**src/rtl/vm_pkg.sv**
```systemverilog
// Shared vending-machine constants: coin values, item prices, credit ceiling and FSM states.
// All credit quantities are in 100-won units.
package vm_pkg;

    localparam logic [7:0] BAL_MAX   = 8'd255;
    localparam logic [7:0] COIN_100  = 8'd1;
    localparam logic [7:0] COIN_500  = 8'd5;
    localparam logic [7:0] COIN_1000 = 8'd10;
    localparam logic [7:0] COIN_5000 = 8'd50;

    typedef enum logic [0:0] {
        IDLE   = 1'b0,
        RETURN = 1'b1
    } state_t;

    function automatic logic [7:0] item_price(input logic [1:0] sel);
        logic [7:0] price;
        case (sel)
            2'd0:    price = 8'd3;
            2'd1:    price = 8'd5;
            2'd2:    price = 8'd8;
            2'd3:    price = 8'd12;
            default: price = 8'd0;
        endcase
        return price;
    endfunction

    // Total value of every coin pulse present this cycle; never exceeds 66.
    function automatic logic [7:0] coin_sum(input logic [3:0] pulses);
        logic [7:0] sum;
        sum = 8'd0;
        if (pulses[0]) sum = sum + COIN_100;
        if (pulses[1]) sum = sum + COIN_500;
        if (pulses[2]) sum = sum + COIN_1000;
        if (pulses[3]) sum = sum + COIN_5000;
        return sum;
    endfunction

endpackage

```
**src/rtl/change_coin_sel.sv**
```systemverilog
// Greedy change selector: picks the largest coin not exceeding the remaining balance.
// Reports the coin one-hot (same bit map as the coin inputs) and its value; zero balance gives no coin.
module change_coin_sel
    import vm_pkg::*;
(
    input  logic [7:0] balance,
    output logic [3:0] coin,
    output logic [7:0] value
);

    // Largest-first comparison chain
    always_comb begin
        coin  = 4'b0000;
        value = 8'd0;
        if (balance >= COIN_5000) begin
            coin  = 4'b1000;
            value = COIN_5000;
        end else if (balance >= COIN_1000) begin
            coin  = 4'b0100;
            value = COIN_1000;
        end else if (balance >= COIN_500) begin
            coin  = 4'b0010;
            value = COIN_500;
        end else if (balance >= COIN_100) begin
            coin  = 4'b0001;
            value = COIN_100;
        end else begin
            coin  = 4'b0000;
            value = 8'd0;
        end
    end

endmodule

```
**src/rtl/balance_manager.sv**
```systemverilog
// Vending-machine credit manager: coin acceptance, purchases and greedy change return.
// Every output is registered; pulses appear one cycle after the causing input.
module balance_manager
    import vm_pkg::*;
(
    input  logic       clk,
    input  logic       reset,
    input  logic [3:0] moneyin_pulse,
    input  logic       buy,
    input  logic [1:0] item_sel,
    input  logic       return_req,
    output logic [7:0] balance,
    output logic [3:0] dispense,
    output logic       buy_fail,
    output logic [3:0] coin_reject,
    output logic [3:0] change_coin,
    output logic       change_done,
    output logic       busy
);

    state_t     state_r, state_s;
    logic [7:0] balance_r, balance_s;
    logic [3:0] dispense_r, dispense_s;
    logic       buy_fail_r, buy_fail_s;
    logic [3:0] coin_reject_r, coin_reject_s;
    logic [3:0] change_coin_r, change_coin_s;
    logic       change_done_r, change_done_s;
    logic       busy_r;

    logic [7:0] price_s;
    logic       buy_ok_s;
    logic [7:0] debit_s;
    logic [7:0] after_debit_s;
    logic [8:0] credit_sum_s;
    logic       coins_ok_s;
    logic [3:0] sel_coin_s;
    logic [7:0] sel_value_s;

    change_coin_sel u_change_coin_sel (
        .balance (balance_r),
        .coin    (sel_coin_s),
        .value   (sel_value_s)
    );

    // Purchase and coin-acceptance arithmetic against the pre-cycle balance
    always_comb begin
        price_s       = item_price(item_sel);
        buy_ok_s      = buy & ~return_req & (balance_r >= price_s);
        debit_s       = buy_ok_s ? price_s : 8'd0;
        after_debit_s = balance_r - debit_s;
        credit_sum_s  = {1'b0, after_debit_s} + {1'b0, coin_sum(moneyin_pulse)};
        coins_ok_s    = (credit_sum_s <= {1'b0, BAL_MAX});
    end

    // Next-state and next-output decode
    always_comb begin
        state_s       = state_r;
        balance_s     = balance_r;
        dispense_s    = 4'b0000;
        buy_fail_s    = 1'b0;
        coin_reject_s = 4'b0000;
        change_coin_s = 4'b0000;
        change_done_s = 1'b0;
        case (state_r)
            IDLE: begin
                balance_s     = coins_ok_s ? credit_sum_s[7:0] : after_debit_s;
                coin_reject_s = coins_ok_s ? 4'b0000 : moneyin_pulse;
                dispense_s    = buy_ok_s ? (4'b0001 << item_sel) : 4'b0000;
                buy_fail_s    = buy & ~buy_ok_s & ~return_req;
                state_s       = return_req ? RETURN : IDLE;
            end
            RETURN: begin
                // Coins are never banked while change is being paid out
                coin_reject_s = moneyin_pulse;
                if (balance_r != 8'd0) begin
                    change_coin_s = sel_coin_s;
                    balance_s     = balance_r - sel_value_s;
                    state_s       = RETURN;
                end else begin
                    change_done_s = 1'b1;
                    state_s       = IDLE;
                end
            end
            default: begin
                state_s   = IDLE;
                balance_s = balance_r;
            end
        endcase
    end

    // State and output registers; reset discards any undelivered change
    always_ff @(posedge clk) begin
        if (reset) begin
            state_r       <= IDLE;
            balance_r     <= 8'd0;
            dispense_r    <= 4'b0000;
            buy_fail_r    <= 1'b0;
            coin_reject_r <= 4'b0000;
            change_coin_r <= 4'b0000;
            change_done_r <= 1'b0;
            busy_r        <= 1'b0;
        end else begin
            state_r       <= state_s;
            balance_r     <= balance_s;
            dispense_r    <= dispense_s;
            buy_fail_r    <= buy_fail_s;
            coin_reject_r <= coin_reject_s;
            change_coin_r <= change_coin_s;
            change_done_r <= change_done_s;
            busy_r        <= (state_s == RETURN);
        end
    end

    assign balance     = balance_r;
    assign dispense    = dispense_r;
    assign buy_fail    = buy_fail_r;
    assign coin_reject = coin_reject_r;
    assign change_coin = change_coin_r;
    assign change_done = change_done_r;
    assign busy        = busy_r;

endmodule

```
**config.mk**
```make
export PLATFORM = sky130hd
export DESIGN_NAME = balance_manager
export DESIGN_NICKNAME = d
export VERILOG_FILES = /design/src/rtl/vm_pkg.sv /design/src/rtl/change_coin_sel.sv /design/src/rtl/balance_manager.sv
export SDC_FILE = /design/constraint.sdc
export NUM_CORES = 1
export LEC_CHECK = 0
export CELL_PAD_IN_SITES_DETAIL_PLACEMENT = 0
export CELL_PAD_IN_SITES_GLOBAL_PLACEMENT = 1
export CORE_MARGIN = 5
export CORE_UTILIZATION = 40
export CTS_CLUSTER_SIZE = 10
export DETAILED_ROUTE_END_ITERATION = 6
export HOLD_SLACK_MARGIN = 0.03
export PLACE_DENSITY = 0.77
export SYNTH_ARGS = -nofsm -noshare
export SYNTH_HDL_FRONTEND = slang
export SYNTH_HIERARCHICAL = 1
export SYNTH_SLANG_ARGS = --single-unit
```
**constraint.sdc**
```tcl
create_clock -name clk -period 8.8 [get_ports clk]
set_input_delay 0.88 -clock clk [delete_from_list [all_inputs] [get_ports clk]]
set_output_delay 0.88 -clock clk [all_outputs]
set_load 0.03 [all_outputs]
```
==> results of run 1 <==
## cells in the mapped netlist, drive strengths merged (3+ instances only)
master / count / area (um2)
a211oi: 4 / 30.0
a21o: 4 / 30.0
a21oi: 13 / 76.3
and2: 11 / 70.1
and3: 4 / 30.0
buf: 7 / 50.0
dfxtp: 23 / 460
fa: 3 / 60.1
ha: 28 / 350
inv: 19 / 71.3
mux2: 4 / 45.0
mux2i: 3 / 30.0
nand2: 11 / 43.8
nand2b: 5 / 31.3
nor2: 18 / 67.6
nor2b: 3 / 18.8
nor3: 10 / 50.1
nor3b: 3 / 22.5
o21a: 5 / 37.5
o21ai: 16 / 80.1
o22ai: 3 / 18.8
o31a: 3 / 26.3
or3: 4 / 30.0
or4: 3 / 26.3
xnor2: 9 / 78.8
xor2: 7 / 61.3
## power by group
| part | internal (mW) | total, mW | switching, mW | leakage (nW) |
|---|---|---|---|---|
| registers | 0.127 | 0.170 | 0.0432 | 0.188 |
| clock network | 0.0321 | 0.0686 | 0.0366 | 0.0217 |
| logic | 0.333 | 0.707 | 0.375 | 0.805 |
## area by class of cell
type / count / share of cell area
Clock buffer: 3 / 0.0170
Clock inverter: 1 / 0.00308
Inverter: 19 / 0.0293
Multi-Input combinational cell: 189 / 0.594
Sequential cell: 23 / 0.189
Tap cell: 70 / 0.0360
Timing Repair Buffer: 32 / 0.132
## critical path, delay by kind of cell
kind                     cells  cell delay [ns]
buffers and inverters        2             0.60
adder cells (fa/ha/maj)      3             0.85
multiplexers                 1             0.29
AND/OR/NAND/NOR              8             1.50
AO/OA/AOI/OAI                7             1.14
XOR/XNOR                     1             0.23
## registers in the layout, indices dropped and copies added (netlist names)
signal	cells
balance	8
dispense	4
coin_reject	4
change_done	1
change_coin	4
busy	1
buy_fail	1
## per-layer routing
| layer | vias up | wire, um | global-route usage |
|---|---|---|---|
| met5 | - | 0 | 0 |
| met4 | 0 | 74 | 0.0541 |
| met3 | 6 | 138 | 0.0166 |
| met2 | 25 | 1980 | 0.236 |
| met1 | 773 | 2240 | 0.203 |
| li1 | 889 | - | - |
## worst max path at each step
stage | startpoint | to | depth (start not counted)
global route | item_sel[0] | balance[3] | 24
detailed placement | item_sel[0] | balance[3] | 22
finish | item_sel[0] | balance[4] | 22
CTS | item_sel[0] | balance[4] | 22
global placement | item_sel[0] | balance[3] | 22
floorplan | item_sel[0] | balance[3] | 21
## per-stage QoR
step / util / hold WS [ns] / instances / cell area (um2)
floorplan: - / 0.789 / 240 / 2040
global placement: 0.476 / 0.694 / 333 / 2390
detailed placement: 0.476 / 0.696 / 333 / 2390
CTS: 0.486 / 0.706 / 337 / 2430
global route: 0.486 / 0.748 / 337 / 2430
finish: 0.486 / 0.696 / 337 / 2430
## logic make-up after synthesis
logic type	after synthesis
AOI/OAI and AO/OA	53
xor gates and xnor gates	16
adders and majority gates	31
buffers and inverters	28
DFF	23
muxes	7
other	1
and+or+nand+nor	80
==> results.md, run 1 <==
* Top cell by count, worst path: ha_1
* R2R setup slack at 4.08 ns
* HP Class: reg -> reg
* CTS clk-pin slew, worst paths at 0.10 ns
* Final WS setup at 3.43 ns
* Pin count of the biggest net entering global routing at 15
* Max_slew headroom at 0.628
* Hold Crit Start: busy
* Main synth FF type: dfxtp_1
* Core Rows at 26
* Post-CTS resize count at 0
* Crit path kind: in -> reg
* Drt pass-1 iters at 4
* Unrepaired setup endpoints after global routing: false
* Clock sinks at 23
* Final period utilization at 0.610
* Max-cap violations at 0
* Commonest cells after routing, fill and taps aside: 32 x clkdlybuf4s50_1, 28 x ha_1, 23 x dfxtp_1
* Status: finished clean
* Post-route setup TNS at 0 ns
* Detail Placement HPWL at 3600 um
* Mean number of vias per cell at 5.02
* Final number of hold-violating endpoints at 0
* H-tree levels at 1
* Synth warn at 6
* WL final at 4430 um
* Synth Cell Area at 2030 um2
* First-pass GRT wire length at 7590 um
* Vias in the first global route at 1645
* Crit-path cells: clkdlybuf4s50_1 > inv_1 > nand2_1 > ha_1 > a21o_1 > a21oi_1 > o21ai_0 > nor3b_1 > and2_1 > nand2_1 > ha_1 > and2b_1 > o31a_1 > nor3_1 > xor2_1 > ha_1 > or2_2 > a31oi_1 > a21oi_4 > mux2_2 > o21ai_1 > nor2_1
* DRC at 0
* Max frequency at 0.186 GHz
* Nets@finish at 309
* DRT iter0 DRCs at 61
* LEAKAGE at 1.02 nW
* Slew Limit Fails at 0
* Post-synthesis sequential area ratio at 0.227
* Peak VDD IR at 0.000185 V
* CP peak stage delay at 0.45 ns
* WP data required at 8.94 ns
* Final Wtd Congestion at 0.808
* Core ar. at 5010 um2
* Multi-input gate area in the final layout at 1450 um2
* Synth Area in Compound Gates at 0.181
* Antenna Cells at 0
* Post-synthesis mux area share at 0.0369
* Sequential Area at 460 um2
* Initial Util at 0.406
* Power Dens Cells at 388 nW/um2
* Die height at 81.3 um
* WHS Path Cells at 2
* Clock Skews at 0.0159 ns
* Clk_lat worst skew at 0.27 ns
* Io pins at 33
* Total die area at 6610 um2
* Synth cell types at 45
* TritonCTS buffer count at 3
* Synth Instances at 239
* Flops & latches, synth at 23
* Slowest-stage cell, CP: clkdlybuf4s50_1
* IO buf count at 32
* Critical Path AT at 5.51 ns
* Final setup viols at 0
* Hold Path End: balance[3]
* Synth Area in Adders at 0.202
* Share of layout cells above drive strength 1 at 0.0674
* Mean Syn Cell Area at 8.50 um2
* Clock buffer depth at 2
* Critical R2R Capture: balance[4]
* Tmin final at 5.37 ns
* CP Max Fanout at 9
* Hold buffer count at CTS at 0
* Most common cell after layout, fill and taps aside: clkdlybuf4s50_1
* CTS tree: built
* Reg2reg path depth at 21
* Root buffer cell: clkbuf_8
* Synth Area in XOR/XNOR at 0.0690
* Routed length per instance at 13.1 um
* Fill cells at 518
* Synth async-reset ratio at 0
* Total number of vias at 1693
* CP Launch Type: input pin
* Area grow syn2layout at 19.8%
* CP endpoint kind: register
* Number of routed nets with antenna violations at 0
* Initial antenna violation count at 0
* Grt ovf at 0
* Die X at 81.3 um
* EDFF count, synth at 0
* Setup WS pre-CTS at 3.17 ns
* Setup bufs post-CTS at 0
* RR Startpoint: balance[0]
* Pwr Total at 946 uW
* Worst Max-Slew Pin Slew at 0.553 ns
* Combinational family with the most area after synthesis: simple AND/OR/NAND/NOR gates
* Post-Synth Simple-Gate Area at 0.219
* GRT Overall Usage at 0.148
(Power assumes the default switching activity.)
==> run 2, diff against run 1 <==
- CORE_UTILIZATION: 40 -> 36
- PLACE_DENSITY: 0.77 -> 0.73
- clock period: 8.8 -> 4.3 ns (I/O delays scaled with it)
==> run 2 against run 1 <==
Compared with the run above: global-route usage fell by 0.61 points; flip-flop and latch count is the same; clock skew fell by 0.0012 ns; clock-buffer cell count unchanged; design area grew 16%; non-clock buffer count rose by 41; cell count grew 13%; die area up 9.7%; register-to-register slack worse by 3.8 ns; critical path depth stayed put; critical path type unchanged.
==> results.md, run 2 (synthesis gave the netlist of run 1 again) <==
* Peak VDD IR at 0.000377 V
* Total number of vias at 1851
* Drt pass-1 iters at 4
* Max frequency at 0.247 GHz
* DRC at 0
* Initial antenna violation count at 0
* Total die area at 7250 um2
* Unrepaired setup endpoints after global routing: false
* Antenna Cells at 0
* CTS clk-pin slew, worst paths at 0.09 ns
* Final setup viols at 0
* Core ar. at 5510 um2
* Worst Max-Slew Pin Slew at 0.585 ns
* LEAKAGE at 1.24 nW
* Clock sinks at 23
* Pwr Total at 2.39 mW
* Clk_lat worst skew at 0.27 ns
* Area grow syn2layout at 39.3%
* First-pass GRT wire length at 8470 um
* HP Class: in -> reg
* Number of routed nets with antenna violations at 0
* CP Launch Type: input pin
* Grt ovf at 0
* Routed length per instance at 13.3 um
* Die X at 85.1 um
* WL final at 5060 um
* Fill cells at 542
* Detail Placement HPWL at 3990 um
* WHS Path Cells at 3
* CTS tree: built
* Max reg flops at 8
* CP endpoint kind: register
* WP data required at 4.46 ns
* Mean number of vias per cell at 4.87
* Die height at 85.1 um
* Initial Util at 0.369
* Critical Path AT at 4.20 ns
* Hold buffer count at CTS at 0
* Pin count of the biggest net entering global routing at 15
* Worst Setup SP: item_sel[0]
* Clock buffer depth at 2
* Core Rows at 27
* TritonCTS buffer count at 3
* CP Max Fanout at 6
* Commonest cells after routing, fill and taps aside: 40 x buf_4, 30 x clkdlybuf4s50_1, 27 x ha_1
* Reg2reg path depth at 21
* Worst hold slack at 0.615 ns
* Final Wtd Congestion at 0.782
* Hold Crit Start: item_sel[0]
* Slew Limit Fails at 0
* Root buffer cell: clkbuf_8
* H-tree levels at 1
* IO buf count at 32
* Status: finished clean
* Most common cell after layout, fill and taps aside: buf_4
* Vias in the first global route at 1776
* Nets@finish at 350
* Io pins at 33
* GRT Overall Usage at 0.142
* DRT iter0 DRCs at 61
* Share of layout cells above drive strength 1 at 0.247
* Post-route setup TNS at 0 ns
* RR Startpoint: balance[0]
* Final period utilization at 0.940
* Crit path kind: in -> reg
* Clock Skews at 0.0147 ns
* Max_slew headroom at 0.607
* Tmin final at 4.04 ns
* Power Dens Cells at 842 nW/um2
* Final number of hold-violating endpoints at 0
* Max-cap violations at 0
==> run 2: cell types whose count changed in the layout (fill, tap and decap cells not counted), sizes merged <==
| cell | before | now |
|---|---|---|
| clkdlybuf4s15 | 0 | 1 |
| buf | 0 | 41 |
| clkdlybuf4s50 | 32 | 30 |
| dlygate4sd2 | 0 | 1 |
==> run 2: power by group <==
part / switching [mW] / total (mW) / leakage [nW] / internal (mW)
sequential: 0.0242 / 0.285 / 0.189 / 0.261
combinational: 0.978 / 1.96 / 1.03 / 0.985
clock: 0.0716 / 0.137 / 0.0217 / 0.0656
total: 1.07 / 2.39 / 1.24 / 1.31
==> run 2: final cells by class <==
type,instances,area [um2],area share
Inverter,19,71.3,0.0252
Multi-Input combinational cell,189,1530,0.540
Clock buffer,3,41.3,0.0146
Tap cell,72,90.1,0.0318
Timing Repair Buffer,73,631,0.223
Clock inverter,1,7.51,0.00265
Sequential cell,23,463,0.163
==> run 2: critical path, cell delays in order <==
cell and delay (ns):
dlygate4sd2_1 0.26, inv_2 0.08, nand2_1 0.06, ha_1 0.27, a21o_1 0.11, a21oi_2 0.06
o21ai_2 0.12, nor3b_4 0.20, and2_4 0.17, nand2_1 0.07, ha_1 0.26, and2b_1 0.17
o31a_1 0.27, nor3_2 0.20, xor2_1 0.21, ha_1 0.28, or2_4 0.27, a31oi_4 0.16
a21oi_4 0.08, mux2_4 0.31, o21ai_1 0.12, nor2_1 0.05
==> run 2: metrics by stage <==
stage / setup WS, ns / instances / utilization / instance area, um2
3_3_place_gp: -0.428 / 373 / 0.487 / 2680
6_report: 0.257 / 380 / 0.514 / 2830
4_1_cts: 0.0929 / 379 / 0.509 / 2800
3_5_place_dp: -0.561 / 373 / 0.487 / 2680
2_1_floorplan: 0.0188 / 240 / - / 2040
5_1_grt: 0.00122 / 380 / 0.514 / 2830
==> run 2: timing repair <==
action | CTS | global route
pin swaps | 9 | 13
setup buffers | 2 | 1
endpoints found under the setup margin | 12 | 12
resized for setup | 20 | 7
==> run 2: path summary, 6_finish.rpt <==
kind                 endpoint  slack [ns]
setup / recovery   balance[4]        0.26
hold / removal    dispense[2]        0.61
setup reg to reg   balance[4]        0.28
hold reg to reg    balance[3]        0.70
==> run 2: layer usage <==
metal	GRT usage	wire length, um	part of all wire	up-vias
li1	-	-	-	964
met1	0.197	2500	0.49	848
met2	0.224	2290	0.45	31
met3	0.0214	181	0.036	8
met4	0.0446	87	0.017	0
met5	0	0	0	-
